$ cat src/rtl/irq_gen.sv
// irq_gen: MSI interrupt generator for the Virtex-5 PCIe endpoint.
// Latches collapsed send_irq pulses as a sticky pending flag, gates them with
// the host enables, drives the MSI request/ready handshake with at most one
// outstanding request, and enforces a programmable hold-off between MSIs.
module irq_gen #(
    parameter int unsigned HOLDOFF_W  = 16,
    parameter logic [7:0]  MSI_VECTOR = 8'h00
) (
    input  logic                 clk,
    input  logic                 rst_n,
    input  logic                 send_irq,
    input  logic                 irq_en,
    input  logic [HOLDOFF_W-1:0] holdoff_cycles,
    input  logic                 cfg_interrupt_msienable,
    input  logic                 cfg_interrupt_rdy_n,
    output logic                 cfg_interrupt_n,
    output logic [7:0]           cfg_interrupt_di,
    output logic                 irq_pending,
    output logic [31:0]          irq_count
);

    typedef enum logic [1:0] {
        IDLE,
        REQ,
        HOLDOFF
    } state_t;

    state_t               state, state_nxt;
    logic [HOLDOFF_W-1:0] timer, timer_nxt;
    logic                 pend_nxt;
    logic                 int_n_nxt;
    logic [31:0]          count_nxt;

    assign cfg_interrupt_di = MSI_VECTOR;

    // Next-state and registered-output logic; a new send_irq always wins over
    // the clear that happens when the request is launched.
    always_comb begin
        state_nxt = state;
        timer_nxt = timer;
        int_n_nxt = cfg_interrupt_n;
        count_nxt = irq_count;
        pend_nxt  = irq_pending | send_irq;
        case (state)
            IDLE: begin
                if (irq_pending && irq_en && cfg_interrupt_msienable) begin
                    state_nxt = REQ;
                    int_n_nxt = 1'b0;
                    pend_nxt  = send_irq;
                end
            end
            REQ: begin
                // Request is held until acknowledged, regardless of enables.
                if (!cfg_interrupt_rdy_n) begin
                    int_n_nxt = 1'b1;
                    count_nxt = irq_count + 32'd1;
                    timer_nxt = holdoff_cycles;
                    state_nxt = (holdoff_cycles != '0) ? HOLDOFF : IDLE;
                end
            end
            HOLDOFF: begin
                if (timer <= HOLDOFF_W'(1)) begin
                    state_nxt = IDLE;
                end else begin
                    timer_nxt = timer - HOLDOFF_W'(1);
                end
            end
            default: begin
                state_nxt = IDLE;
                int_n_nxt = 1'b1;
            end
        endcase
    end

    // State and output registers with synchronous active-low reset.
    always_ff @(posedge clk) begin
        if (!rst_n) begin
            state           <= IDLE;
            timer           <= '0;
            cfg_interrupt_n <= 1'b1;
            irq_pending     <= 1'b0;
            irq_count       <= '0;
        end else begin
            state           <= state_nxt;
            timer           <= timer_nxt;
            cfg_interrupt_n <= int_n_nxt;
            irq_pending     <= pend_nxt;
            irq_count       <= count_nxt;
        end
    end

endmodule

$ cat config.mk
export PLATFORM = sky130hd
export DESIGN_NAME = irq_gen
export DESIGN_NICKNAME = d
export VERILOG_FILES = /design/src/rtl/irq_gen.sv
export SDC_FILE = /design/constraint.sdc
export NUM_CORES = 1
export LEC_CHECK = 0
export CORE_UTILIZATION = 42
export CTS_CLUSTER_SIZE = 14
export DETAILED_ROUTE_END_ITERATION = 16
export PLACE_DENSITY = 0.69
export SYNTH_ARGS = -nofsm -noshare
export SYNTH_HDL_FRONTEND = slang
export SYNTH_SLANG_ARGS = --single-unit
$ cat constraint.sdc
create_clock -name clk -period 6 [get_ports clk]
set_clock_uncertainty 0.05 [all_clocks]
set_input_delay 0.6 -clock clk [delete_from_list [all_inputs] [get_ports clk]]
set_output_delay 0.6 -clock clk [all_outputs]
set_load 0.01 [all_outputs]
==> run summary <==
Setup path
• CP Launch Point: cfg_interrupt_rdy_n
• endpoint class of the critical path: flop
• CP cell instances: clkdlybuf4s50_1 > and4bb_2 > and4_1 > nand2_1 > or3_1 > a21oi_1
• critical path capture point: irq_count[19]
• Worst setup SP type: input pin
• Worst Reg-to-Reg Cells: 7
• Worst R2R Start: timer[1]
• data required time of the worst path: 6.18 ns
• family with the most delay on the worst path: simple AND/OR/NAND/NOR gates
• Crit-path slowest cell: and4_1
• WP depth: 6
• setup slack of the worst register-to-register path: 3.62 ns
• maximum fanout along the worst path: 13
• endpoint arrival time on the critical path: 2.70 ns
• crit path buf inv count: 1
• Worst Setup Path Type: input pin to flop
• end of the worst register-to-register path: timer[12]
• CP peak stage delay: 0.52 ns

Detailed routing
• number of detailed-route iterations in the first pass: 4
• Vias: 2529
• Final ANT Viol Nets: 0
• vias per cell: 5.558
• count of unresolved DRC violations after routing: 0
• final routed wirelength across all metal layers: 6.245 mm
• detail-routed net length per standard cell: 13.73 um
• number of design-rule violations left by the first detailed-router iteration: 147

CTS
• H-Tree Depth: 2
• buffer cell driving the clock tree root: clkbuf_8
• CTS buffer count: 5
• Setup Buffers After CTS: 0
• clock tree from TritonCTS: done
• maximum count of clock buffers along a single path: 2
• clock transition at the registers of the reported paths: 0.10 ns
• quantity of hold-fixing buffers added after cts: 0
• Clock Sink Count: 52
• clock latency reported for the late side of the worst-skew pair: 0.30 ns
• cells resized by post-CTS repair: 0

Timing
• relative slew slack: 0.3804
• Setup violations, final: 0
• RSZ-0062 raised after global routing: no
• period utilisation layout: 0.4197
• Slew Viols, Final: 0
• actual transition at the worst max-transition pin: 0.9294 ns
• minimum clock period: 2.518 ns
• sum of negative setup slack: 0 ns
• total count of hold-check failures in the final report: 0
• maximum clock frequency: 397.1 MHz
• tightest hold margin: 0.4494 ns

Global routing
• maximum number of pins on one net before global-route repair: 47
• number of antenna violations at the first check in global routing: 0
• Global Route Usage Sum: 0.1944
• vias in the first global route: 2222
• residual overflow from global routing: 0
• global-route wire length before repair: 10.19 mm

Floorplan
• vertical die dimension: 82.55 um
• I/O pin cnt: 64
• floorplan row count: 28
• width of the die: 82.55 um
• area of the die: 6815 um2
• initial core utilization: 0.4470
• Floorplan Core Area: 6096 um2

Power and ir drop
• peak supply drop: 144.9 uV
• power share of the sequential group: 0.585
• fraction of power consumed by combinational cells: 0.080
• LEAKAGE: 0.001212 uW
• power density over the cells: 178.2 nW/um2
• switching fraction of total power: 0.2431
• cell internal power dissipation: 452.4 uW
• switching component of the power: 145.3 uW
• share of power burned in the clock network: 0.335

Cells and area
• number of fill cells in the layout: 590
• synthesis-to-finish area growth: 23.05%
• area occupied by multi-input gates: 1555 um2
• proportion of layout cells with a drive suffix above 1: 0.05789
• sequential cell area in the final layout: 1041 um2
• Antenna Cells: 0
• total number of nets in the final design: 404

Synth
• share of the synthesized area in the top cell type: 0.3820
• Syn Area/Cell: 8.159 um2
• largest cells by area after synthesis: dfxtp_1 38%, xor2_1 6.4%, nor2_1 5.2%
• cell with the most instances after synthesis: dfxtp_1
• number of distinct standard cells referenced by the synthesized netlist: 56
• cell accounting for the most synthesized area: dfxtp_1
• yosys warns: 0
• Post-Syn Area: 2725 um2
• count of flip-flops with a built-in enable after synthesis: 0
• proportion of synthesized chip area in sequential cells: 0.3820
• primary flip-flop cell chosen by synthesis mapping: dfxtp_1
• post-synthesis sequential element count: 52
• commonest cells in the netlist: 52 x dfxtp_1, 38 x nor2_1, 34 x nand2_1
• async set-or-reset flop fraction in the synthesized netlist: 0
• synthesized instance count: 334

Worst hold path
• hold crit path type: flop to flop

Placed design
• hpwl dp: 4.451 mm
• weighted congestion at the end of routability-driven global placement: 0.8789
• Port Buffer Count: 55

Job
• max-cap viol count: 0

Outcome
• status: finished clean

placed cells by master (no fill, tap or decap), drive strengths merged, types with 5 or more instances in the layout:
master,n
clkdlybuf4s50,55
dfxtp,52
nor2,38
nand2,34
a21oi,26
nand3,22
xor2,20
o21ai,16
nand4,15
nor4,9
xnor2,8
conb,8
nor3,8
and3,6
or3,5
clkbuf,5
inv,5
worst reg2reg max path, stage by stage, from the launching register on:
cell,delay (ns)
dfxtp_1,0.35
inv_1,0.11
ha_1,0.22
nor3b_1,0.76
nand3_1,0.24
o31ai_1,0.23
a21boi_0,0.12
o21a_1,0.19
layer usage:
metal | up-vias | track usage | part of all wire
met5 | - | 0 | 0
met4 | 0 | 0.07241 | 0.020
met3 | 15 | 0.03736 | 0.045
met2 | 63 | 0.2967 | 0.46
met1 | 1183 | 0.2701 | 0.48
li1 | 1268 | - | -
how the worst min path moves through the flow:
stage          slack [ns]           from  cells past startpoint       endpoint
3_3_place_gp         0.42      timer[13]                      1      timer[13]
4_1_cts              0.44    irq_pending                      2    irq_pending
5_1_grt              0.48  irq_count[31]                      2  irq_count[31]
6_report             0.45    irq_pending                      2    irq_pending
3_5_place_dp         0.43    irq_pending                      2    irq_pending
2_1_floorplan        0.42      timer[13]                      1      timer[13]
layout make-up:
class,count,area share
Tap cell,75,0.02799
Sequential cell,52,0.3104
Multi-Input combinational cell,260,0.4638
Inverter,4,0.004478
Timing Repair Buffer,56,0.1664
Clock inverter,3,0.006343
Clock buffer,5,0.02052
flip-flops by register name (all words and copies together) (netlist names):
register and flops:
state 2, irq_count 32, cfg_interrupt_n 1, irq_pending 1, timer 16
power by group through the flow:
stage | clock [uW] | combinational (uW) | sequential, uW
2_1_floorplan | 0 | 28.3 | 358
3_3_place_gp | 0 | 47.9 | 357
3_5_place_dp | 0 | 47.8 | 357
4_1_cts | 208 | 48.0 | 349
5_1_grt | 224 | 52.7 | 350
6_report | 200 | 47.9 | 349
cells by family (layout without fill, tap and decap cells):
logic type	count (synthesis)	after routing	synth area share
flops	52	52	0.3820
compound gates	64	64	0.1474
other cells	1	8	0.001376
xor+xnor	28	28	0.08999
fa+ha+maj	3	3	0.01378
buf+inv	29	68	0.05693
simple gates	157	157	0.3085
stage by stage:
stage | utilization | std cells | instance area [um2] | worst slack, ns | total power, uW
final | 0.5501 | 455 | 3353 | 3.482 | 597.7
after global routing | 0.5501 | 455 | 3353 | 3.370 | 627.2
after CTS | 0.5501 | 455 | 3353 | 3.509 | 605.4
after detailed placement | 0.5353 | 447 | 3263 | 3.193 | 405.3
after global placement | 0.5353 | 447 | 3263 | 3.273 | 405.3
after floorplan | - | 341 | 2751 | 4.089 | 385.9
(Power assumes the default switching activity.)
